--- src/rtl/matmul_pkg.sv ---
// Shared types and element-slice helper for the 2x2 float32 multiplier host controller.
// Element k of a packed 128-bit matrix lives at [127-32k : 96-32k].
package matmul_pkg;

    localparam int WORD_W = 32;
    localparam int N_ELEM = 4;

    typedef enum logic [1:0] {
        LOAD_A = 2'd0,
        LOAD_B = 2'd1,
        RUN    = 2'd2,
        DRAIN  = 2'd3
    } state_t;

    // Low bit of element k; use as [elem(k) +: WORD_W].
    function automatic logic [6:0] elem(input logic [1:0] k);
        return 7'((N_ELEM - 1 - int'(k)) * WORD_W);
    endfunction

endpackage

--- src/rtl/matmul_host_ctrl.sv ---
// Streams 8 operand words into the multiplier, runs it, streams 4 result words back.
// start 1 cycle after last operand, out_valid 1 cycle after finish edge; out_ready stalls hold out_data/out_last.
module matmul_host_ctrl
    import matmul_pkg::*;
#(
    parameter int TIMEOUT = 1024
) (
    input  logic         clk,
    input  logic         rst,
    input  logic         in_valid,
    output logic         in_ready,
    input  logic [31:0]  in_data,
    output logic [127:0] mat1,
    output logic [127:0] mat2,
    output logic         start,
    output logic         show,
    input  logic         finish,
    input  logic [127:0] result,
    output logic         out_valid,
    input  logic         out_ready,
    output logic [31:0]  out_data,
    output logic         out_last,
    output logic         busy,
    output logic         err
);

    localparam int TW = $clog2(TIMEOUT + 1);

    state_t         r_state;
    state_t         w_state_nxt;
    logic [1:0]     r_cnt;
    logic [1:0]     w_cnt_nxt;
    logic [127:0]   r_mat1;
    logic [127:0]   r_mat2;
    logic [127:0]   r_res;
    logic           r_start;
    logic           r_show;
    logic           r_err;
    logic           r_finish_q;
    logic [TW-1:0]  r_tcnt;

    logic           w_in_hs;
    logic           w_out_hs;
    logic           w_fin_edge;
    logic           w_tmo;

    always_ff @(posedge clk) begin
        if (!rst) begin
            r_state <= LOAD_A;
            r_cnt   <= 2'd0;
        end else begin
            r_state <= w_state_nxt;
            r_cnt   <= w_cnt_nxt;
        end
    end

    always_comb begin
        w_in_hs     = ((r_state == LOAD_A) || (r_state == LOAD_B)) && in_valid;
        w_out_hs    = (r_state == DRAIN) && out_ready;
        // A finish already high on RUN entry has finish_q=1, so only a fresh rise captures.
        w_fin_edge  = (r_state == RUN) && finish && !r_finish_q;
        w_tmo       = (r_state == RUN) && !w_fin_edge && (r_tcnt == TW'(TIMEOUT - 1));
        w_state_nxt = r_state;
        w_cnt_nxt   = r_cnt;
        unique case (r_state)
            LOAD_A: if (w_in_hs) begin
                w_cnt_nxt = r_cnt + 2'd1;
                if (r_cnt == 2'd3) w_state_nxt = LOAD_B;
            end
            LOAD_B: if (w_in_hs) begin
                w_cnt_nxt = r_cnt + 2'd1;
                if (r_cnt == 2'd3) w_state_nxt = RUN;
            end
            RUN: begin
                if (w_fin_edge)  w_state_nxt = DRAIN;
                else if (w_tmo)  w_state_nxt = LOAD_A;
            end
            DRAIN: if (w_out_hs) begin
                w_cnt_nxt = r_cnt + 2'd1;
                if (r_cnt == 2'd3) w_state_nxt = LOAD_A;
            end
            default: begin
                w_state_nxt = LOAD_A;
                w_cnt_nxt   = 2'd0;
            end
        endcase
    end

    always_ff @(posedge clk) begin
        if (!rst) begin
            r_mat1     <= '0;
            r_mat2     <= '0;
            r_res      <= '0;
            r_start    <= 1'b0;
            r_show     <= 1'b0;
            r_err      <= 1'b0;
            r_finish_q <= 1'b0;
            r_tcnt     <= '0;
        end else begin
            r_finish_q <= finish;
            if (w_in_hs && (r_state == LOAD_A)) r_mat1[elem(r_cnt) +: WORD_W] <= in_data;
            if (w_in_hs && (r_state == LOAD_B)) r_mat2[elem(r_cnt) +: WORD_W] <= in_data;
            if (w_in_hs && (r_state == LOAD_B) && (r_cnt == 2'd3)) begin
                r_start <= 1'b1;
                r_show  <= 1'b1;
            end else if (w_fin_edge || w_tmo) begin
                r_start <= 1'b0;
                r_show  <= 1'b0;
            end
            if (w_fin_edge) r_res <= result;
            if (w_tmo)      r_err <= 1'b1;
            r_tcnt <= (r_state == RUN) ? r_tcnt + TW'(1) : '0;
        end
    end

    always_comb begin
        in_ready  = (r_state == LOAD_A) || (r_state == LOAD_B);
        out_valid = (r_state == DRAIN);
        out_last  = (r_state == DRAIN) && (r_cnt == 2'd3);
        out_data  = (r_state == DRAIN) ? r_res[elem(r_cnt) +: WORD_W] : '0;
        busy      = (r_state != LOAD_A);
        mat1      = r_mat1;
        mat2      = r_mat2;
        start     = r_start;
        show      = r_show;
        err       = r_err;
    end

endmodule
--- config.mk ---
export PLATFORM = sky130hd
export DESIGN_NAME = matmul_host_ctrl
export DESIGN_NICKNAME = d
export VERILOG_FILES = /design/src/rtl/matmul_pkg.sv /design/src/rtl/matmul_host_ctrl.sv
export SDC_FILE = /design/constraint.sdc
export NUM_CORES = 1
export LEC_CHECK = 0
export CAP_MARGIN = 20
export CORE_ASPECT_RATIO = 0.9
export CORE_MARGIN = 5
export CORE_UTILIZATION = 39
export CTS_BUF_LIST = sky130_fd_sc_hd__clkbuf_4 sky130_fd_sc_hd__clkbuf_8
export DETAILED_ROUTE_END_ITERATION = 12
export PLACE_DENSITY = 0.7
export SLEW_MARGIN = 30
export SYNTH_ARGS = -nofsm -noshare
export SYNTH_HDL_FRONTEND = slang
export SYNTH_SLANG_ARGS = --single-unit
--- constraint.sdc ---
create_clock -name clk -period 2.4 [get_ports clk]
set_clock_uncertainty 0.15 [all_clocks]
set_input_delay 0.48 -clock clk [delete_from_list [all_inputs] [get_ports clk]]
set_output_delay 0.48 -clock clk [all_outputs]
set_load 0.005 [all_outputs]
==> impl_metrics.py <==
metrics = {
    "clocking": {
        "cts_buffers": 69,
        "clock_sinks": 402,
        "cts_hold_buf": 0,
        "clk_latency_ps": 600,
        "tritoncts": "yes",
        "clock_path_buffers": 3,
        "cts-root-buf": "clkbuf_8",
        "clk_pin_slew_ps": 60,
        "cts_max_level": 3,
    },
    "synth": {
        "syn_inst": 1770,
        "yosys.area.top_type": "dfxtp_1",
        "syn_area_per_cell_um2": 9.08,
        "synth_flop_cell": "dfxtp_1",
        "synthArstFlopShare_pct": 0,
        "synth-seq-area-share_pct": 50.1,
        "syn_nets": 1940,
        "synth_seq_cells": 402,
        "synth_top_area_share_pct": 50.1,
        "synth_cell_types": 35,
        "synth_edf_count": 0,
        "ys_warn_count": 0,
        "synth.area.top_cells": "dfxtp_1, a21boi_1, nand2_1, nand3_1, mux4_2",
        "netlist_area_mm2": 0.0161,
    },
    "setup_path": {
        "cpMostUsedCell": "buf_12",
        "crit_arrival_ps": 2040,
        "r2r_slack_ps": 10,
        "crit_slowest_cell": "mux4_2",
        "worstPathCellList": "buf_12 > buf_12 > mux4_2 > and2_4 > buf_6",
        "timing.critical_path.buf_inv": 3,
        "crit_fanout": 8,
        "reg2reg_from": "r_cnt[0]",
        "end_kind": "primary output",
        "reg2reg_depth": 11,
        "crit_family": "multiplexers",
        "path_class": "reg -> out",
        "cp.required_ps": 1770,
        "cp.depth": 5,
        "r2r-end": "mat1[28]",
        "worst_path_largest_cell_delay_ps": 500,
        "start_kind": "flip-flop",
    },
    "finish": {
        "final_area_mm2": 0.0233,
        "drive_gt1_share_pct": 14.1,
        "fill_cells": 3567,
        "post-route-util_pct": 57.3,
        "syn2layout_area_growth_pct": 45.1,
        "layout.nets": 2371,
    },
    "sta": {
        "worst_slack_ps": -266,
        "maxSlewHeadroom_pct": 50.7,
        "timing.hold.ws_ps": 269,
        "fmax_mhz": 375,
        "rsz0062_at_grt": "true",
        "setup_violations": 33,
        "fin_crit_sh_pct": 111,
        "tightest_slew_ps": 739,
        "fin_crit_ps": 2670,
        "finalSetupTns_ps": -6900,
        "slew_viol_final": 0,
        "hold_viol": 0,
    },
    "outcome": {
        "failed_checks": "negative setup slack",
        "outcome": "finished with violations",
    },
    "drt": {
        "drc_errors": 0,
        "wl_per_cell_um": 21.6,
        "postRouteAntennaNets": 0,
        "viasPerCell": 5.36,
        "drt-initial-drc-count": 1188,
        "drt-pass1-iter-count": 5,
        "wirelength_um": 60100,
        "vias": 14938,
    },
    "run": {
        "drv_cap": 0,
    },
    "hold_path": {
        "worstHoldStart": "result[42]",
        "hold_end": "r_res[42]",
        "min_path_type": "in -> reg",
        "holdPathStages": 3,
    },
    "die": {
        "rows": 70,
        "chipHeight_um": 203,
        "initial_utilization_pct": 39.5,
        "core-area_mm2": 0.0407,
        "die_w_um": 224,
        "io-pin-count": 460,
        "die_area_mm2": 0.0454,
    },
    "power_and_ir_drop": {
        "power_density_mw_per_mm2": 624,
        "peakVddDrop_v": 0.000412,
        "p_leak_uw": 0.00812,
        "p_total_uw": 14600,
    },
    "global_route": {
        "grt_pass1_wl_um": 86800,
        "grt-ovfl-total": 0,
        "grt_max_degree": 161,
        "grt_pass1_vias": 14609,
        "antenna_found_initial": 5,
        "track_usage_pct": 24.2,
    },
    "place": {
        "dp_hpwl_um": 38300,
        "post_dp_cell_area_mm2": 0.0213,
        "portBuffers": 459,
        "gp_congestion": 0.842,
    },
}
[power breakdown]
group          total (uW)  switching (uW)  internal (uW)
logic                1610             838            777
clock network        6170            2760           3420
registers            6770            37.0           6730
total               14600            3630          10900
[flip-flops by register name (all words and copies together), names as in the netlist]
register and flops:
r_res 128, mat2 128, r_cnt 2, show 1, r_finish_q 1, mat1 128, r_tcnt 11, err 1
r_state 2
[metrics by stage]
step	instances	worst slack [ps]
after floorplan	1770	44.7
after global placement	2634	-11.3
after detailed placement	2634	-37.1
after CTS	2770	-399
after global routing	2789	-366
final	2789	-266
[metal layers]
metal  global-route usage [%]  vias to the layer above  share of wire, %
li1                         -                     6877                 -
met1                     29.6                     7267                40
met2                     39.6                      672                47
met3                     7.37                      122               9.2
met4                     10.1                        0               3.7
met5                        0                        -                 0
[worst min-delay path: cells and delay by family]
family          cells  cell delay, ps
buf+inv             1             390
simple gates        1              60
compound gates      1              50
[synthesized netlist by cell type (7+ instances only)]
library cell	count
nand2_1	457
xor2_1	7
nand3_1	203
mux4_2	32
buf_4	13
and2_1	36
buf_2	106
a21boi_0	65
dfxtp_1	402
a21boi_1	256
clkbuf_1	65
nor2_1	14
a22o_1	64
[cell families (layout without fill, tap and decap cells)]
kind of cell	count (synthesis)	count (layout)	share of synthesized area, %
and+or+nand+nor	740	740	20.2
buffers and inverters	188	662	5.52
xor gates and xnor gates	9	9	0.490
adders and majority gates	5	5	0.389
muxes	33	33	4.55
DFF	402	402	50.1
other	0	5	0
AOI/OAI and AO/OA	393	393	18.8
[area by class of cell]
| cell class | count | area [um^2] | area share, % |
|---|---|---|---|
| clock inverter | 11 | 93.8 | 0.402 |
| sequential | 402 | 8050 | 34.5 |
| antenna | 5 | 12.5 | 0.0536 |
| timing repair buffer | 544 | 5850 | 25.1 |
| clock buffer | 103 | 1250 | 5.35 |
| inverter | 4 | 22.5 | 0.0966 |
| tap | 540 | 676 | 2.90 |
| multi-input combinational | 1180 | 7370 | 31.6 |
[cell usage in the layout, fill, tap and decap left out, drive strengths merged, types with 2 or more instances in the layout]
cell type	n
clkdlybuf4s50	422
buf	112
xnor2	2
clkinv	5
a22o	64
nor3	5
ha	5
diode	5
inv	5
and2	36
o21ai	2
nor4b	2
dlygate4sd2	2
clkbuf	109
and3	3
nor2b	6
nor2	14
xor2	7
mux4	32
clkinvlp	4
nand4	6
dfxtp	402
nor3b	3
nand2	457
a21oi	3
nand3	203
a21boi	321
[worst max path at each step]
stage               slack (ps)     start      endpoint
global placement           -10  r_cnt[0]  out_data[10]
global route              -370  r_cnt[0]  out_data[15]
finish                    -270  r_cnt[0]  out_data[10]
CTS                       -400  r_cnt[0]  out_data[19]
detailed placement         -40  in_valid      mat2[15]
floorplan                   40  r_cnt[1]      mat2[96]
[what timing repair did]
| action | in CTS | in global routing |
|---|---|---|
| pin swaps | 51 | 12 |
| endpoints found under the hold margin | 0 | 0 |
| gates resized for setup | 217 | 37 |
| cloned | 6 | 8 |
| setup endpoints to repair | 36 | 290 |
| buffers inserted | 16 | 11 |
Note: power is estimated with default switching activity, not from simulation.
